--- src/rtl/tia_biphase_decoder.sv ---
// -----------------------------------------------------------------------------
// tia_biphase_decoder
//
// Lock/health monitor for the TIA two-phase clock pair. The (phi1,phi2) pair
// is sampled once per master clock and must follow the repeating 4-sample
// sequence (1,0) (0,0) (0,1) (0,0). The decoder hunts for the sequence,
// confirms LOCK_PERIODS clean periods, then reports the sequence position and
// per-phase strobes in the master clock domain. Overlap and sequence faults
// are flagged and counted.
//
// Ports
//   clk          in   master clock, rising edge
//   r            in   asynchronous active-high reset
//   phi1, phi2   in   biphase clock pair, synchronous to clk
//   locked       out  decoder is in LOCKED
//   phase        out  position of the last evaluated sample, 0 when unlocked
//   phi1_stb     out  one-clock pulse per locked (1,0) sample
//   phi2_stb     out  one-clock pulse per locked (0,1) sample
//   err          out  one-clock fault pulse
//   err_count    out  saturating fault counter
//   period_count out  wrapping count of locked periods
// -----------------------------------------------------------------------------
module tia_biphase_decoder #(
   parameter int LOCK_PERIODS = 2,
   parameter int ERR_W        = 8,
   parameter int CNT_W        = 16
) (
   input  logic             clk,
   input  logic             r,
   input  logic             phi1,
   input  logic             phi2,
   output logic             locked,
   output logic [1:0]       phase,
   output logic             phi1_stb,
   output logic             phi2_stb,
   output logic             err,
   output logic [ERR_W-1:0] err_count,
   output logic [CNT_W-1:0] period_count
);

   typedef enum logic [1:0] {
      SEARCH  = 2'd0,
      CONFIRM = 2'd1,
      LOCKED  = 2'd2
   } state_t;

   localparam logic [3:0]       LOCK_C  = 4'(LOCK_PERIODS);
   localparam logic [ERR_W-1:0] ERR_MAX = {ERR_W{1'b1}};

   // Legal (phi1,phi2) sample for a given sequence position.
   function automatic logic [1:0] sample_at(input logic [1:0] p);
      logic [1:0] v;
      case (p)
         2'd0:    v = 2'b10;
         2'd1:    v = 2'b00;
         2'd2:    v = 2'b01;
         2'd3:    v = 2'b00;
         default: v = 2'b00;
      endcase
      return v;
   endfunction

   state_t     state_r, state_s;
   logic       s1_r, s2_r;
   logic [1:0] pos_r, pos_s;
   logic [3:0] c_r, c_s;
   logic [1:0] exp_pos_s;
   logic       match_s;
   logic       start_s;
   logic       stb1_s, stb2_s, err_s;

   // Next-state, position, good-period count and pulse decode.
   always_comb begin
      state_s   = state_r;
      pos_s     = pos_r;
      c_s       = c_r;
      stb1_s    = 1'b0;
      stb2_s    = 1'b0;
      err_s     = 1'b0;
      exp_pos_s = pos_r + 2'd1;
      match_s   = ({s1_r, s2_r} == sample_at(exp_pos_s));
      start_s   = ({s1_r, s2_r} == 2'b10);

      if (s1_r && s2_r) begin
         // Overlap beats every other rule, whatever the state.
         err_s   = 1'b1;
         state_s = SEARCH;
         pos_s   = 2'd0;
         c_s     = 4'd0;
      end else begin
         case (state_r)
            SEARCH: begin
               if (start_s) begin
                  state_s = CONFIRM;
                  pos_s   = 2'd0;
                  c_s     = 4'd0;
               end else begin
                  state_s = SEARCH;
               end
            end
            CONFIRM: begin
               if (match_s) begin
                  pos_s = exp_pos_s;
                  if (exp_pos_s == 2'd0) begin
                     c_s = c_r + 4'd1;
                     if ((c_r + 4'd1) == LOCK_C) begin
                        state_s = LOCKED;
                     end else begin
                        state_s = CONFIRM;
                     end
                  end else begin
                     state_s = CONFIRM;
                  end
               end else if (start_s) begin
                  // A fresh (1,0) restarts confirmation silently.
                  state_s = CONFIRM;
                  pos_s   = 2'd0;
                  c_s     = 4'd0;
               end else begin
                  state_s = SEARCH;
                  pos_s   = 2'd0;
                  c_s     = 4'd0;
               end
            end
            LOCKED: begin
               if (match_s) begin
                  pos_s  = exp_pos_s;
                  stb1_s = (exp_pos_s == 2'd0);
                  stb2_s = (exp_pos_s == 2'd2);
               end else begin
                  err_s = 1'b1;
                  pos_s = 2'd0;
                  c_s   = 4'd0;
                  if (start_s) begin
                     state_s = CONFIRM;
                  end else begin
                     state_s = SEARCH;
                  end
               end
            end
            default: begin
               state_s = SEARCH;
               pos_s   = 2'd0;
               c_s     = 4'd0;
            end
         endcase
      end
   end

   // Input capture, FSM state and registered outputs.
   always_ff @(posedge clk or posedge r) begin
      if (r) begin
         s1_r         <= 1'b0;
         s2_r         <= 1'b0;
         state_r      <= SEARCH;
         pos_r        <= 2'd0;
         c_r          <= 4'd0;
         locked       <= 1'b0;
         phase        <= 2'd0;
         phi1_stb     <= 1'b0;
         phi2_stb     <= 1'b0;
         err          <= 1'b0;
         err_count    <= '0;
         period_count <= '0;
      end else begin
         s1_r     <= phi1;
         s2_r     <= phi2;
         state_r  <= state_s;
         pos_r    <= pos_s;
         c_r      <= c_s;
         locked   <= (state_s == LOCKED);
         phase    <= (state_s == LOCKED) ? pos_s : 2'd0;
         phi1_stb <= stb1_s;
         phi2_stb <= stb2_s;
         err      <= err_s;
         // Counter sticks at all-ones; err keeps pulsing regardless.
         if (err_s && (err_count != ERR_MAX)) begin
            err_count <= err_count + ERR_W'(1);
         end else begin
            err_count <= err_count;
         end
         if (stb1_s) begin
            period_count <= period_count + CNT_W'(1);
         end else begin
            period_count <= period_count;
         end
      end
   end

endmodule

--- config.mk ---
export PLATFORM = sky130hd
export DESIGN_NAME = tia_biphase_decoder
export DESIGN_NICKNAME = d
export VERILOG_FILES = /design/src/rtl/tia_biphase_decoder.sv
export SDC_FILE = /design/constraint.sdc
export NUM_CORES = 1
export LEC_CHECK = 0
export ABC_AREA = 0
export CAP_MARGIN = 20
export CORE_ASPECT_RATIO = 1.75
export CORE_UTILIZATION = 47
export DETAILED_ROUTE_END_ITERATION = 10
export PLACE_DENSITY = 0.84
export REMOVE_ABC_BUFFERS = 1
export SLEW_MARGIN = 10
export SYNTH_ARGS = -nofsm -noshare
export SYNTH_HDL_FRONTEND = slang
export SYNTH_SLANG_ARGS = --single-unit
--- constraint.sdc ---
create_clock -name clk -period 1.93 [get_ports clk]
set_input_delay 0.386 -clock clk [delete_from_list [all_inputs] [get_ports clk]]
set_output_delay 0.386 -clock clk [all_outputs]
set_load 0.005 [all_outputs]
After elaboration in Yosys (flattened, before gate mapping)
Cells that the tools add are included.
Cells by class
  $add $sub $neg: 4
  equality and inequality tests: 13
  multiplexer cells: 28
  reductions and logical operators: 7
Operators by type and width (number)
  2-to-1 mux 4 bit: 5
  2-to-1 mux 2 bit: 9
  adder 16 x 1 -> 16 bit (second input constant): 1
  case mux 2 bit (3 select lines): 2
  case mux 4 bit (3 select lines): 1
  == test 2 bit (second input constant): 5
  2-to-1 mux 1 bit: 10
  adder 8 x 1 -> 8 bit (second input constant): 1
  inequality test 8 bit (second input constant): 1
  inequality test 3 bit (second input constant): 2
  adder 4 x 1 -> 4 bit (second input constant): 1
  == test 2 x 1 -> 1 bit (second input constant): 2
  == test 4 x 2 -> 1 bit (second input constant): 1
  zero test 2 bit: 2
  inequality test 4 bit (second input constant): 1
  case mux 2 bit (2 select lines): 1
  OR reduction 2 bit: 2
  AND reduction 3 bit: 1
  adder 2 x 1 -> 2 bit (second input constant): 1
  == test 2 bit: 1
  logical AND 1 bit: 2
Storage, ports and cells
  flip-flop bits (word level): 40
  input port bits: 4
  logic and storage cells: 64

Logic depth before layout (Yosys ltp)
  depth after elaboration: 10
  depth in mapped cells: 10

Worst setup path before layout
OpenSTA, ideal clock, no wires.
  path type: reg2reg
  from: register pos_r[0]
  to: register period_count[14]
  library setup time: 123 ps
  data arrival time: 1882 ps
  required time: 1807 ps
  path slack: -75 ps
  stages on the path, launching flop included: 7
  path buffers: 0
  clock period less this slack: 2005 ps
  cells stage by stage: dfrtp_1 ha_1 nand4bb_1 o22ai_4 nand4_4 or3_1 xnor2_1
Between the ends
  cells in the longest elaborated chain, start to end: 8
  elaborated cells on any way between the ends: 11
  classes of those cells: add/sub (1); eq/ne (4); mux (4); reduce/logical (2)
Ends and longest elaborated chain
  from (decl): RTL line 65  | logic [1:0] pos_r, pos_s;
  from (signal assigned): RTL line 169  | pos_r <= pos_s;
  adder 2 x 1 -> 2 bit *: RTL line 80  | exp_pos_s = pos_r + 2'd1;
  == test 2 bit or == test 2 x 1 -> 1 bit (tied branches): RTL line 53  | case (p)
  OR reduction 2 bit (no line)
  case mux 2 bit (3 select lines): RTL line 53
  == test 2 bit: RTL line 81  | match_s = ({s1_r, s2_r} == sample_at(exp_pos_s));
  2-to-1 mux 1 bit *: RTL line 126  | if (match_s) begin
  2-to-1 mux 1 bit *: RTL line 91  | case (state_r)
  2-to-1 mux 1 bit *: RTL line 84  | if (s1_r && s2_r) begin
  via stb1_s: RTL line 70  | logic stb1_s, stb2_s, err_s;
  to (signal assigned): RTL line 183  | period_count <= period_count + CNT_W'(1);
  to (signal assigned): RTL line 185  | period_count <= period_count;
  to (decl): RTL line 38  | output logic [CNT_W-1:0] period_count
Mark *: on every way through the listed nets, which the timed path passes. The rest lies on a longest branch.
A chain may end at the register's enable or synchronous reset.

Worst setup path after layout
  from: register pos_r[1]
  to: register phase[0]
Between the ends
  elaborated cells on any way between the ends: 18
  classes of those cells: add/sub (1); eq/ne (5); mux (10); reduce/logical (2)
RTL lines
  adder 2 x 1 -> 2 bit *: RTL line 80
  == test 2 bit or == test 2 x 1 -> 1 bit (tied branches): RTL line 53
  OR reduction 2 bit (no line)
  case mux 2 bit (3 select lines) *: RTL line 53
  == test 2 bit *: RTL line 81
  2-to-1 mux 2 bit *: RTL line 102  | if (match_s) begin
  case mux 2 bit (2 select lines) *: RTL line 91
  2-to-1 mux 2 bit *: RTL line 84
  via pos_s[0]: RTL line 65
  2-to-1 mux 2 bit *: RTL line 172  | phase <= (state_s == LOCKED) ? pos_s : 2'd0;
  to (signal assigned): RTL line 172
  to (decl): RTL line 33  | output logic [1:0] phase,
Marked as above.

==> results.json <==
{
  "design_area_sq_um": 2730,
  "yosysTopAreaCell": "dfrtp_1",
  "synth_top_cell_area_share_pct": 49.1,
  "setup_viol": 0,
  "dieArea_sq_um": 4620,
  "p_leak_uw": 0.00124,
  "post_dp_cell_area_sq_um": 2540,
  "syn_inst": 185,
  "max-cap-violations": 0,
  "overflow": 0,
  "cts_tree": "built",
  "clockBufferDepth": 2,
  "critPathLaunchType": "flip-flop",
  "synth_edf_count": 0,
  "p_per_area_nw_per_um2": 772,
  "core_sq_um": 4150,
  "worstPathArrival_ns": 2.09,
  "dp.final_hpwl_um": 2830,
  "wl_um": 3870,
  "ir_drop_uv": 739,
  "cts_root_buf": "clkbuf_8",
  "yosysWarnings": 0,
  "hold_path.class": "reg -> reg",
  "power.total_uw": 2110,
  "cts-buffers-inserted": 5,
  "outcome": "finished, final reports clean",
  "layout-drive-gt1-share_pct": 20.0,
  "clkSlewWorstSetupHoldPaths_ns": 0.07,
  "fin_crit_sh_pct": 96.6,
  "viasPerCell": 5.31,
  "critPathKind": "reg -> reg",
  "slew_violations": 0,
  "ys_seq_elements": 40,
  "vias": 1535,
  "diodes": 0,
  "dr.pass1.iters": 6,
  "worst_setup_path_end_kind": "flip-flop",
  "row_count": 31,
  "grt_antenna_before_repair": 0,
  "clk_latency_ns": 0.28,
  "rsz0062_at_grt": "yes",
  "tightest_slew_ns": 0.494,
  "worst_slack_ns": 0.0663,
  "ant_nets": 0,
  "synth_cell_type_count": 35,
  "cts_hold_buf": 0,
  "post-synth-top-count-cell": "dfrtp_1",
  "pin_count": 34,
  "drtIter0Drc": 37,
  "synth_flop_cell": "dfrtp_1",
  "hold_violations": 0,
  "io_buffers": 33,
  "fmax_mhz": 537,
  "ys_async_sr_fraction_pct": 100,
  "dp_worst_setup_slack_ns": -0.00758,
  "wl_per_cell_um": 13.4,
  "ys_top_cells_by_area": "dfrtp_1 49%, ha_1 7.4%, xor2_1 4.7%",
  "fill_cells": 302,
  "slew_headroom_pct": 67.1,
  "synth-seq-area-share_pct": 49.1,
  "track_usage_pct": 18.8,
  "die_w_um": 51.8,
  "gp_congestion": 0.846,
  "clock_sinks": 40,
  "synthTopCellsByCount": "40 x dfrtp_1, 13 x nand2_1, 12 x ha_1",
  "cp.required_ns": 2.15,
  "grt_max_degree": 41,
  "nets": 255,
  "initial_core_util_pct": 49.1,
  "synth.cell_area_sq_um": 2040,
  "die_h_um": 89.1,
  "drcViolationCount": 0,
  "clock_skew_ns": 0.00416,
  "grt_pass1_wl_um": 6560,
  "areaGrowthSynthToFinish_pct": 33.7,
  "first_global_vias": 1496,
  "period_needed_ns": 1.86,
  "cp_max_fo": 6,
  "ctsHtreeMaxLevel": 2,
  "synth_area_per_cell_sq_um": 11.0
}
-- layout make-up --
cell class | instances | area [sq um] | share of cell area, %
flip-flops and latches | 40 | 1000 | 36.7
inverters | 10 | 37.5 | 1.38
multi-input cells | 132 | 1040 | 38.1
repair buffers | 50 | 462 | 16.9
clock inverters | 1 | 30.0 | 1.10
clock buffers | 7 | 96.3 | 3.53
well taps | 49 | 61.3 | 2.25
-- where the power goes --
| group | internal (uW) | switching (uW) |
|---|---|---|
| registers | 907 | 88.7 |
| logic | 221 | 155 |
| clock network | 456 | 278 |
-- stage by stage --
step / hold slack (ns) / instances / setup TNS, ns / utilization (%)
after floorplan: 0.417 / 182 / -0.0774 / -
after global placement: 0.458 / 280 / 0 / 61.1
after detailed placement: 0.473 / 280 / -0.00758 / 61.1
after CTS: 0.488 / 288 / 0 / 64.3
after global routing: 0.510 / 289 / -0.0298 / 65.7
final: 0.479 / 289 / 0 / 65.7
-- layer usage --
layer	share of wire (%)	GRT usage (%)	wire (um)
met1	39	21.0	1520
met2	57	34.5	2190
met3	2.9	3.57	111
met4	1.4	7.37	53
met5	0	0	0
-- kinds of logic after synthesis --
group                      Yosys count  synth area share (%)
DFF                                 40                  49.1
AOI/OAI and AO/OA                   23                  7.79
muxes                                5                  2.76
and+or+nand+nor                     71                  21.4
adders and majority gates           12                  7.36
buffers and inverters               13                  2.58
xor gates and xnor gates            21                  9.02
-- registers in the layout, indices dropped and copies added, names as in the netlist --
signal / count
period_count: 16
state_r: 2
err: 1
s1_r: 1
c_r: 4
s2_r: 1
err_count: 8
phase: 2
phi1_stb: 1
phi2_stb: 1
locked: 1
pos_r: 2
-- final timing paths --
check	from	end	slack, ns	cells past startpoint
worst min register to register	period_count[15]$_DFFE_PP0P_	period_count[15]$_DFFE_PP0P_	0.48	1
worst max-delay path	pos_r[1]$_DFF_PP0_	phase[0]$_DFF_PP0_	0.07	9
worst max register to register	pos_r[1]$_DFF_PP0_	phase[0]$_DFF_PP0_	0.07	9
worst min-delay path	period_count[15]$_DFFE_PP0P_	period_count[15]$_DFFE_PP0P_	0.48	1
max in group asynchronous	r	pos_r[0]$_DFF_PP0_	1.04	3
min in group asynchronous	r	err_count[3]$_DFFE_PP0P_	0.52	3
-- worst max-delay path, stage by stage (launching register included) --
cell and delay [ns]:
dfrtp_1 0.39, inv_2 0.07, ha_4 0.18, xor2_1 0.17, buf_4 0.17, o31ai_2 0.16, buf_4 0.18, nand3b_1 0.09
a21oi_1 0.19, and3_1 0.19
-- what timing repair did --
| action | in CTS | in global routing |
|---|---|---|
| gates resized for setup | 2 | 14 |
| gates cloned | 0 | 0 |
| setup endpoints to repair | 3 | 18 |
| buffers inserted | 0 | 1 |
| pin swaps | 1 | 3 |
-- cells in the final DEF, fill, tap and decap left out, types with 5 or more instances in the layout --
cell,n
and3_1,8
buf_4,16
clkbuf_8,7
clkdlybuf4s50_1,33
dfrtp_1,39
ha_1,8
inv_1,9
mux2_2,5
nand2_1,13
nand2b_1,7
nand3_1,7
nand4_1,5
nor2_1,10
o21ai_0,7
xnor2_1,10
xor2_1,11
No activity file was read; power rests on OpenSTA's default activity.
